`src/rtl/router_fifo_buf_if.sv`:
```
// Bundle of the write (synchronizer) and read (client) side signals of one router output FIFO.
// master = synchronizer/client side driving strobes, slave = the FIFO itself.
interface router_fifo_buf_if #(
    parameter int WIDTH = 8
);
    // Handshake: a write is taken on a rising clock edge when write_enb=1 and full=0;
    // a read is taken when read_enb=1 and empty=0, and its byte appears on data_out one cycle later.
    logic             write_enb;
    logic             lfd_state;
    logic [WIDTH-1:0] data_in;
    logic             read_enb;
    logic [WIDTH-1:0] data_out;
    logic             pkt_busy;
    logic             full;
    logic             empty;
    logic [6:0]       dbg_count;

    modport master (
        output write_enb, lfd_state, data_in, read_enb,
        input  data_out, pkt_busy, full, empty, dbg_count
    );

    modport slave (
        input  write_enb, lfd_state, data_in, read_enb,
        output data_out, pkt_busy, full, empty, dbg_count
    );
endinterface

```
`src/rtl/router_fifo_buf.sv`:
```
// Per-port output FIFO of the 1x3 router with read-side packet byte counter.
// Optional macro ROUTER_FIFO_TRISTATE_EN: data_out floats when no packet is being drained.
module router_fifo_buf #(
    parameter int DEPTH  = 16,
    parameter int WIDTH  = 8,
    parameter int ADDR_W = 4
) (
    input  logic              clock,
    input  logic              reset,
    input  logic              soft_reset,
    router_fifo_buf_if.slave  bus
);

    logic [WIDTH:0]   mem [DEPTH];
    logic [ADDR_W:0]  wr_ptr;
    logic [ADDR_W:0]  rd_ptr;
    logic [6:0]       count;
    logic [6:0]       count_d;
    logic [WIDTH-1:0] dout_q;
    logic [WIDTH:0]   rd_word;
    logic             full_w;
    logic             empty_w;
    logic             clr;
    logic             wr_acc;
    logic             rd_acc;

    // Wrap bit in the MSB distinguishes full from empty when the low bits match.
    assign empty_w = (wr_ptr == rd_ptr);
    assign full_w  = (wr_ptr[ADDR_W] != rd_ptr[ADDR_W]) &&
                     (wr_ptr[ADDR_W-1:0] == rd_ptr[ADDR_W-1:0]);

    assign clr     = reset | soft_reset;
    assign wr_acc  = bus.write_enb & ~full_w & ~clr;
    assign rd_acc  = bus.read_enb & ~empty_w & ~clr;
    assign rd_word = mem[rd_ptr[ADDR_W-1:0]];

    // Header byte loads payload length + parity; later bytes count down to zero.
    always_comb begin
        count_d = count;
        if (rd_acc) begin
            if (rd_word[WIDTH]) begin
                count_d = {1'b0, rd_word[7:2]} + 7'd1;
            end else if (count != 7'd0) begin
                count_d = count - 7'd1;
            end
        end
    end

    always_ff @(posedge clock) begin
        if (clr) begin
            wr_ptr <= '0;
            rd_ptr <= '0;
            count  <= '0;
            dout_q <= '0;
        end else begin
            if (wr_acc) begin
                wr_ptr <= wr_ptr + 1'b1;
            end
            if (rd_acc) begin
                rd_ptr <= rd_ptr + 1'b1;
                dout_q <= rd_word[WIDTH-1:0];
            end
            count <= count_d;
        end
    end

    always_ff @(posedge clock) begin
        if (wr_acc) begin
            mem[wr_ptr[ADDR_W-1:0]] <= {bus.lfd_state, bus.data_in};
        end
    end

`ifdef ROUTER_FIFO_TRISTATE_EN
    logic oe_q;

    always_ff @(posedge clock) begin
        if (clr) begin
            oe_q <= 1'b0;
        end else begin
            oe_q <= rd_acc || (count_d != 7'd0);
        end
    end

    assign bus.data_out = oe_q ? dout_q : {WIDTH{1'bz}};
`else
    assign bus.data_out = dout_q;
`endif

    assign bus.full      = full_w;
    assign bus.empty     = empty_w;
    assign bus.pkt_busy  = (count != 7'd0);
    assign bus.dbg_count = count;

endmodule

```
`src/flat_wrapper.sv`:
```
// flat-port wrapper written by rule: the top's interface ports become plain ports
module router_fifo_buf_flat 
#(
    parameter int DEPTH  = 16,
    parameter int WIDTH  = 8,
    parameter int ADDR_W = 4
)
  (clock, reset, soft_reset, bus_write_enb, bus_lfd_state, bus_data_in, bus_read_enb, bus_data_out, bus_pkt_busy, bus_full, bus_empty, bus_dbg_count);
  router_fifo_buf_if #(.WIDTH(WIDTH)) bus_i ();
  input  logic clock;
  input  logic reset;
  input  logic soft_reset;
  input wire logic [$bits(bus_i.write_enb)-1:0] bus_write_enb;
  input wire logic [$bits(bus_i.lfd_state)-1:0] bus_lfd_state;
  input wire logic [$bits(bus_i.data_in)-1:0] bus_data_in;
  input wire logic [$bits(bus_i.read_enb)-1:0] bus_read_enb;
  output wire logic [$bits(bus_i.data_out)-1:0] bus_data_out;
  output wire logic [$bits(bus_i.pkt_busy)-1:0] bus_pkt_busy;
  output wire logic [$bits(bus_i.full)-1:0] bus_full;
  output wire logic [$bits(bus_i.empty)-1:0] bus_empty;
  output wire logic [$bits(bus_i.dbg_count)-1:0] bus_dbg_count;
  assign bus_i.write_enb = bus_write_enb;
  assign bus_i.lfd_state = bus_lfd_state;
  assign bus_i.data_in = bus_data_in;
  assign bus_i.read_enb = bus_read_enb;
  assign bus_data_out = bus_i.data_out;
  assign bus_pkt_busy = bus_i.pkt_busy;
  assign bus_full = bus_i.full;
  assign bus_empty = bus_i.empty;
  assign bus_dbg_count = bus_i.dbg_count;
  router_fifo_buf #(.DEPTH(DEPTH), .WIDTH(WIDTH), .ADDR_W(ADDR_W)) u_core (.clock(clock), .reset(reset), .soft_reset(soft_reset), .bus(bus_i));
endmodule
```
`config.mk`:
```
export PLATFORM = sky130hd
export DESIGN_NAME = router_fifo_buf_flat
export DESIGN_NICKNAME = d
export VERILOG_FILES = /design/src/rtl/router_fifo_buf_if.sv /design/src/rtl/router_fifo_buf.sv /design/src/flat_wrapper.sv
export SDC_FILE = /design/constraint.sdc
export NUM_CORES = 1
export LEC_CHECK = 0
export CAP_MARGIN = 30
export CORE_AREA = 2 2 107 109
export CTS_BUF_LIST = sky130_fd_sc_hd__clkbuf_4 sky130_fd_sc_hd__clkbuf_8
export DETAILED_ROUTE_END_ITERATION = 8
export DIE_AREA = 0 0 109 111
export GPL_TIMING_DRIVEN = 0
export HOLD_SLACK_MARGIN = 0.03
export PLACE_DENSITY = 0.95
export SYNTH_ARGS = -nofsm -noshare
export SYNTH_HDL_FRONTEND = slang
export SYNTH_SLANG_ARGS = --single-unit
export TNS_END_PERCENT = 10
```
`constraint.sdc`:
```
create_clock -name clock -period 3.8 [get_ports clock]
set_input_delay 0.76 -clock clock [delete_from_list [all_inputs] [get_ports clock]]
set_output_delay 0.76 -clock clock [all_outputs]
set_load 0.01 [all_outputs]
```
Word level (Yosys, flattened, before mapping)
Memory sizes are Yosys's and may differ from the RTL's. A register that Yosys moved wholly into a read port is not among the register bits.
Index checks and enable logic that the tools add are counted.
{"block": "op_classes", "add_sub_neg": 4, "eq_ne": 3, "muxes": 6, "bitwise_logic": 8, "reduce_logical": 4}
{"op": "2-to-1 mux 7 bit", "count": 2}
{"op": "adder 5 x 1 -> 5 bit (second input constant)", "count": 2}
{"op": "2-to-1 mux 4 bit", "count": 2}
{"op": "adder 6 x 1 -> 7 bit (second input constant)", "count": 1}
{"op": "nonzero test 7 bit", "count": 1}
{"op": "subtractor 7 x 1 -> 7 bit (second input constant)", "count": 1}
{"op": "equality test 5 bit", "count": 1}
{"op": "bitwise AND 1 bit", "count": 4}
{"op": "equality test 4 bit", "count": 1}
{"op": "inverter 1 bit", "count": 3}
{"op": "2-to-1 mux 1 bit", "count": 2}
{"op": "AND reduction 2 bit", "count": 1}
{"op": "nonzero test 2 bit", "count": 1}
{"op": "logical AND 1 bit", "count": 1}
{"op": "!= test 1 bit", "count": 1}
{"op": "bitwise OR 1 bit", "count": 1}
{"block": "totals", "reg_bits": 25, "mem_bits_rw": 144, "input_bits": 14, "output_inout_bits": 18, "word_cells": 30, "n_memories": 1}
{"memory": "u_core.mem", "depth": 16, "word_bits": 9, "rd": 1, "rd_ports_with_merged_regs": 1, "write_ports": 1, "line": "router_fifo_buf.sv:14", "source": "logic [WIDTH:0] mem [DEPTH];"}

Longest topological paths before layout
{"block": "logic_depth", "word_depth": 7, "depth_mapped": 11, "depth_no_buf": 9}

Least setup slack after synthesis
Ideal clock, no wire load.
{"block": "synth_timing", "path_type": "in2reg", "from": "input soft_reset", "to": "memory u_core.mem[3][0] (netlist name), enable pin", "setup_ns": 0.387, "arrival_ns": 2.215, "t_required_ns": 3.413, "slack_ns": 1.198, "stages": 5, "path_buffers": 0, "path_cell_list": "nor2_1 > nand2_1 > a21oi_1 > nand2_1 > nor3_1"}
{"block": "synth_between", "elab_chain_len": 5}
{"element": "from (decl)", "line": "flat_wrapper.sv:12", "source": "input logic soft_reset;"}
{"element": "bitwise OR 1 bit", "line": "router_fifo_buf.sv:32", "source": "assign clr = reset | soft_reset;"}
{"element": "inverter 1 bit", "line": "router_fifo_buf.sv:33", "source": "assign wr_acc = bus.write_enb & ~full_w & ~clr;"}
{"element": "bitwise AND 1 bit", "line": "router_fifo_buf.sv:33"}
{"element": "2-to-1 mux 1 bit", "line": "router_fifo_buf.sv:68", "source": "if (wr_acc) begin"}
{"element": "2-to-1 mux 1 bit (not written as such)", "line": "router_fifo_buf.sv:69", "source": "mem[wr_ptr[ADDR_W-1:0]] <= {bus.lfd_state, bus.data_in};"}
{"element": "to (decl)", "line": "router_fifo_buf.sv:14"}
Every way passes these cells.

Worst setup path after layout
{"block": "layout_timing", "from": "register u_core.count[2], in the netlist u_core.bus.dbg_count[2]", "to": "output bus_pkt_busy"}
{"block": "layout_between", "elab_chain_len": 1}
{"element": "from (decl)", "line": "router_fifo_buf.sv:17", "source": "logic [6:0] count;"}
{"element": "from (signal assigned)", "line": "router_fifo_buf.sv:63", "source": "count <= count_d;"}
{"element": "nonzero test 7 bit", "line": "router_fifo_buf.sv:91", "source": "assign bus.pkt_busy = (count != 7'd0);"}
{"element": "to (decl)", "line": "flat_wrapper.sv:18", "source": "output wire logic [$bits(bus_i.pkt_busy)-1:0] bus_pkt_busy;"}
Every way passes these cells.

==> summary.md <==
| Metric | Value |
|---|---|
| Run status | `finished clean` |
| DRC Markers | `0` |
| H-Tree Depth | `4` |
| Yosys reg bits | `173` |
| Via count of the first global-routing pass | `4,071` |
| Ys async rst share | `0` |
| HPWL Detailed | `10,600 µm` |
| Synth Area in Compound Gates | `0.0404` |
| Routability congestion estimate | `0.840` |
| Cell variety after synth | `48` |
| Layout fillers | `607` |
| Largest family of logic cells by synthesized area | `multiplexers` |
| Net Switching | `756 µW` |
| Layout cells sized above 1 | `0.180` |
| Hold Violations, Final | `0` |
| DRT iter0 DRCs | `572` |
| Static leakage | `0.00275 µW` |
| Crit path depth | `5` |
| Max-cap violations | `0` |
| Combinational power share | `0.037` |
| Die area | `12,100 µm²` |
| Critical Setup Path Class | `flop to output pin` |
| IR drop worst, VDD | `0.310 mV` |
| Final setup margin | `0.656 ns` |
| Design area | `8260 µm²` |
| CTS tree | `built` |
| Die X | `109 µm` |
| TritonCTS Buffers | `17` |
| Seq pwr share | `0.574` |
| Mean Syn Cell Area | `16.8 µm²` |
| Initial Util | `0.646` |
| Hold_buf cts | `0` |
| Post-Layout Cell Count | `648` |
| Area post-placement | `7820 µm²` |
| Clock power frac | `0.389` |
| Worst slack, placed | `0.364 ns` |
| Setup_tns | `0 ns` |
| Detail Route Antenna Nets | `0` |
| Top Metal Used | `met4` |
| CP startpoint kind | `flop` |
| Final period utilization | `0.827` |
| Antenna violations before repair | `0` |
| Multiplexer share of the synthesized area | `0.148` |
| Seq/Total Area, Yosys | `0.685` |
| Synth-to-layout area growth | `15.4%` |
| Mapped Nets | `448` |
| Adder-cell share of the synthesized area | `0.0140` |
| Tmin final | `3.14 ns` |
| Avg WL per Cell | `24.6 µm` |
| Slowest cell delay on critical path | `0.52 ns` |
| Layout Skew | `0.0108 ns` |
| GR Util All Layers | `0.285` |
| Leading cell types in the layout, fill and taps excluded | `edfxtp_1, nor2_1, clkdlybuf4s50_1` |
| Gr ovfl total | `0` |
| ANT cells | `0` |
| Switch share | `0.210` |
| Gate Count Post-Synth | `426` |
| CTS max path bufs | `2` |
| Core ar. | `11,100 µm²` |
| Reg2Reg Capture Point | `u_core.bus.dbg_count[6]` |
| Die H | `111 µm` |
| CP max-delay cell | `clkdlybuf4s50_1` |
| Met3 WL post-DR | `1220 µm` |
| Largest net degree at the start of global routing | `17` |
| Worst Max-Slew Pin Slew | `0.810 ns` |
| Sequential cell area | `4900 µm²` |
| Final Max Tran Viols | `0` |
| Simple-Gate Fraction of Synth Area | `0.0698` |
| Ys flop type | `edfxtp_1` |
| Cell Int Power | `2840 µW` |
| # Post-CTS Setup Buffers | `0` |
| CTS sink count | `173` |
| Critical Path Sink | `bus_pkt_busy` |
| Clk slew on worst S/H paths | `0.09 ns` |
| M1 WL | `6130 µm` |
| Synth warn | `0` |
| Worst-path fanout max | `7` |
| Slew margin rel. | `0.458` |
| First drt pass iteration count | `5` |
| Num rows | `39` |
| Max Clk Rate | `318 MHz` |
| CP Cell Sequence | `nor3_1 -> nand2b_1 -> or3b_1 -> clkbuf_1 -> clkdlybuf4s50_1` |
| Area of the multi-input gates | `2120 µm²` |
| Later-pin clock latency in the skew report | `0.46 ns` |
| CP Capture Type | `output pin` |
| Clock root buffer | `clkbuf_8` |
| IO buf count | `31` |
| Syn Std Cell Area | `7160 µm²` |
| Global-route wire length before repair | `24,200 µm` |
| Final setup viols | `0` |
| Hold Crit Class | `flop to flop` |
| Critical path required time | `3.04 ns` |
| R2R cell count | `10` |
| Synth Area in XOR/XNOR | `0.0220` |
| Number of enable flip-flop cells after synthesis | `144` |
| Largest delay share family, worst path | `simple AND/OR/NAND/NOR gates` |
| WL final | `16,000 µm` |
| Crit path DAT | `2.38 ns` |
| Worst setup path startpoint | `u_core.bus.dbg_count[2]` |
| I/O pins | `32` |
| Via count | `4,199` |
| Vias per inst | `6.48` |
| Met2 wire length | `8000 µm` |
| Post-CTS sizing | `0` |
| Min Hold Slack | `0.461 ns` |
| Most common cell after layout, fill and taps aside | `edfxtp_1` |
| Reg-to-reg slack, setup | `1.02 ns` |
| Placed Cells | `616` |
| Unrepaired setup endpoints after global routing | `false` |
| Crit path buf inv count | `2` |
| Power per standard cell area | `435 nW/µm²` |
| Layout Nets | `514` |
==> metal layers <==
layer	vias up	global-route usage
li1	1799	-
met1	2078	0.381
met2	269	0.458
met3	53	0.0606
met4	0	0.116
met5	-	0
==> flip-flops by register name, indices dropped and copies added, names as in the netlist, named ones only <==
register              cells
u_core.mem              144
u_core.wr_ptr             5
u_core.bus.dbg_count      7
u_core.rd_ptr             5
u_core.bus.data_out       8
==> synth_stat cells, types with 2 or more instances <==
| library cell | n | area (µm²) |
|---|---|---|
| a22oi_1 | 4 | 30.0 |
| a211oi_1 | 2 | 15.0 |
| nor3_1 | 10 | 50.1 |
| nand3_1 | 8 | 40.0 |
| o21ai_0 | 5 | 25.0 |
| mux2i_1 | 9 | 90.1 |
| xnor2_1 | 5 | 43.8 |
| mux4_1 | 21 | 552 |
| edfxtp_1 | 144 | 4320 |
| or3b_1 | 2 | 17.5 |
| xor2_1 | 13 | 114 |
| clkbuf_1 | 6 | 22.5 |
| nand2_1 | 30 | 113 |
| a21oi_1 | 18 | 90.1 |
| nand2b_1 | 4 | 25.0 |
| buf_6 | 2 | 22.5 |
| and3_1 | 3 | 18.8 |
| nor2_1 | 37 | 139 |
| inv_1 | 7 | 26.3 |
| ha_1 | 8 | 100 |
| buf_2 | 9 | 45.0 |
| mux4_2 | 16 | 360 |
| mux2_2 | 3 | 33.8 |
| dfxtp_1 | 29 | 581 |
| a221oi_1 | 2 | 17.5 |
| o21ai_1 | 2 | 10.0 |
| nor2b_1 | 3 | 18.8 |
| nand4_1 | 2 | 12.5 |
| o22ai_1 | 3 | 18.8 |
==> per-stage QoR <==
stage | utilization | power [µW]
3_5_place_dp | 0.706 | 2230
6_report | 0.745 | 3590
4_1_cts | 0.745 | 3590
3_3_place_gp | 0.690 | 2230
5_1_grt | 0.745 | 3670
2_1_floorplan | - | 2170
==> kinds of logic after synthesis <==
family	count (synthesis)
and+or+nand+nor	107
xor gates and xnor gates	18
adders and majority gates	8
AOI/OAI and AO/OA	43
DFF	173
buffers and inverters	27
muxes	50
==> tightest hold or removal path, stage by stage, from the launching register on <==
cell	delay, ns
dfxtp_1	0.32
nand2_1	0.05
a21oi_1	0.05
==> worst min path at each step <==
stage / cells past startpoint / to / start
2_1_floorplan: 2 / u_core.bus.data_out[0] / u_core.bus.data_out[0]
3_3_place_gp: 2 / u_core.bus.data_out[0] / u_core.bus.data_out[0]
3_5_place_dp: 2 / u_core.bus.data_out[1] / u_core.bus.data_out[1]
4_1_cts: 2 / u_core.bus.data_out[1] / u_core.bus.data_out[1]
5_1_grt: 2 / u_core.bus.data_out[5] / u_core.bus.data_out[5]
6_report: 2 / u_core.bus.data_out[1] / u_core.bus.data_out[1]
==> cell type report <==
cell class | count | area share
clock buffers | 18 | 0.0292
well taps | 143 | 0.0217
plain buffers | 19 | 0.0142
inverters | 8 | 0.00364
repair buffers | 47 | 0.0567
clock inverters | 14 | 0.0232
multi-input cells | 226 | 0.257
flip-flops and latches | 173 | 0.594
==> power groups by stage <==
stage	Combinational (µW)	Clock (µW)	Sequential [µW]
final	133	1400	2060
after global routing	143	1470	2060
after CTS	132	1400	2060
after detailed placement	131	0	2100
after global placement	122	0	2100
after floorplan	70.5	0	2100
No activity file was read; power rests on OpenSTA's default activity.
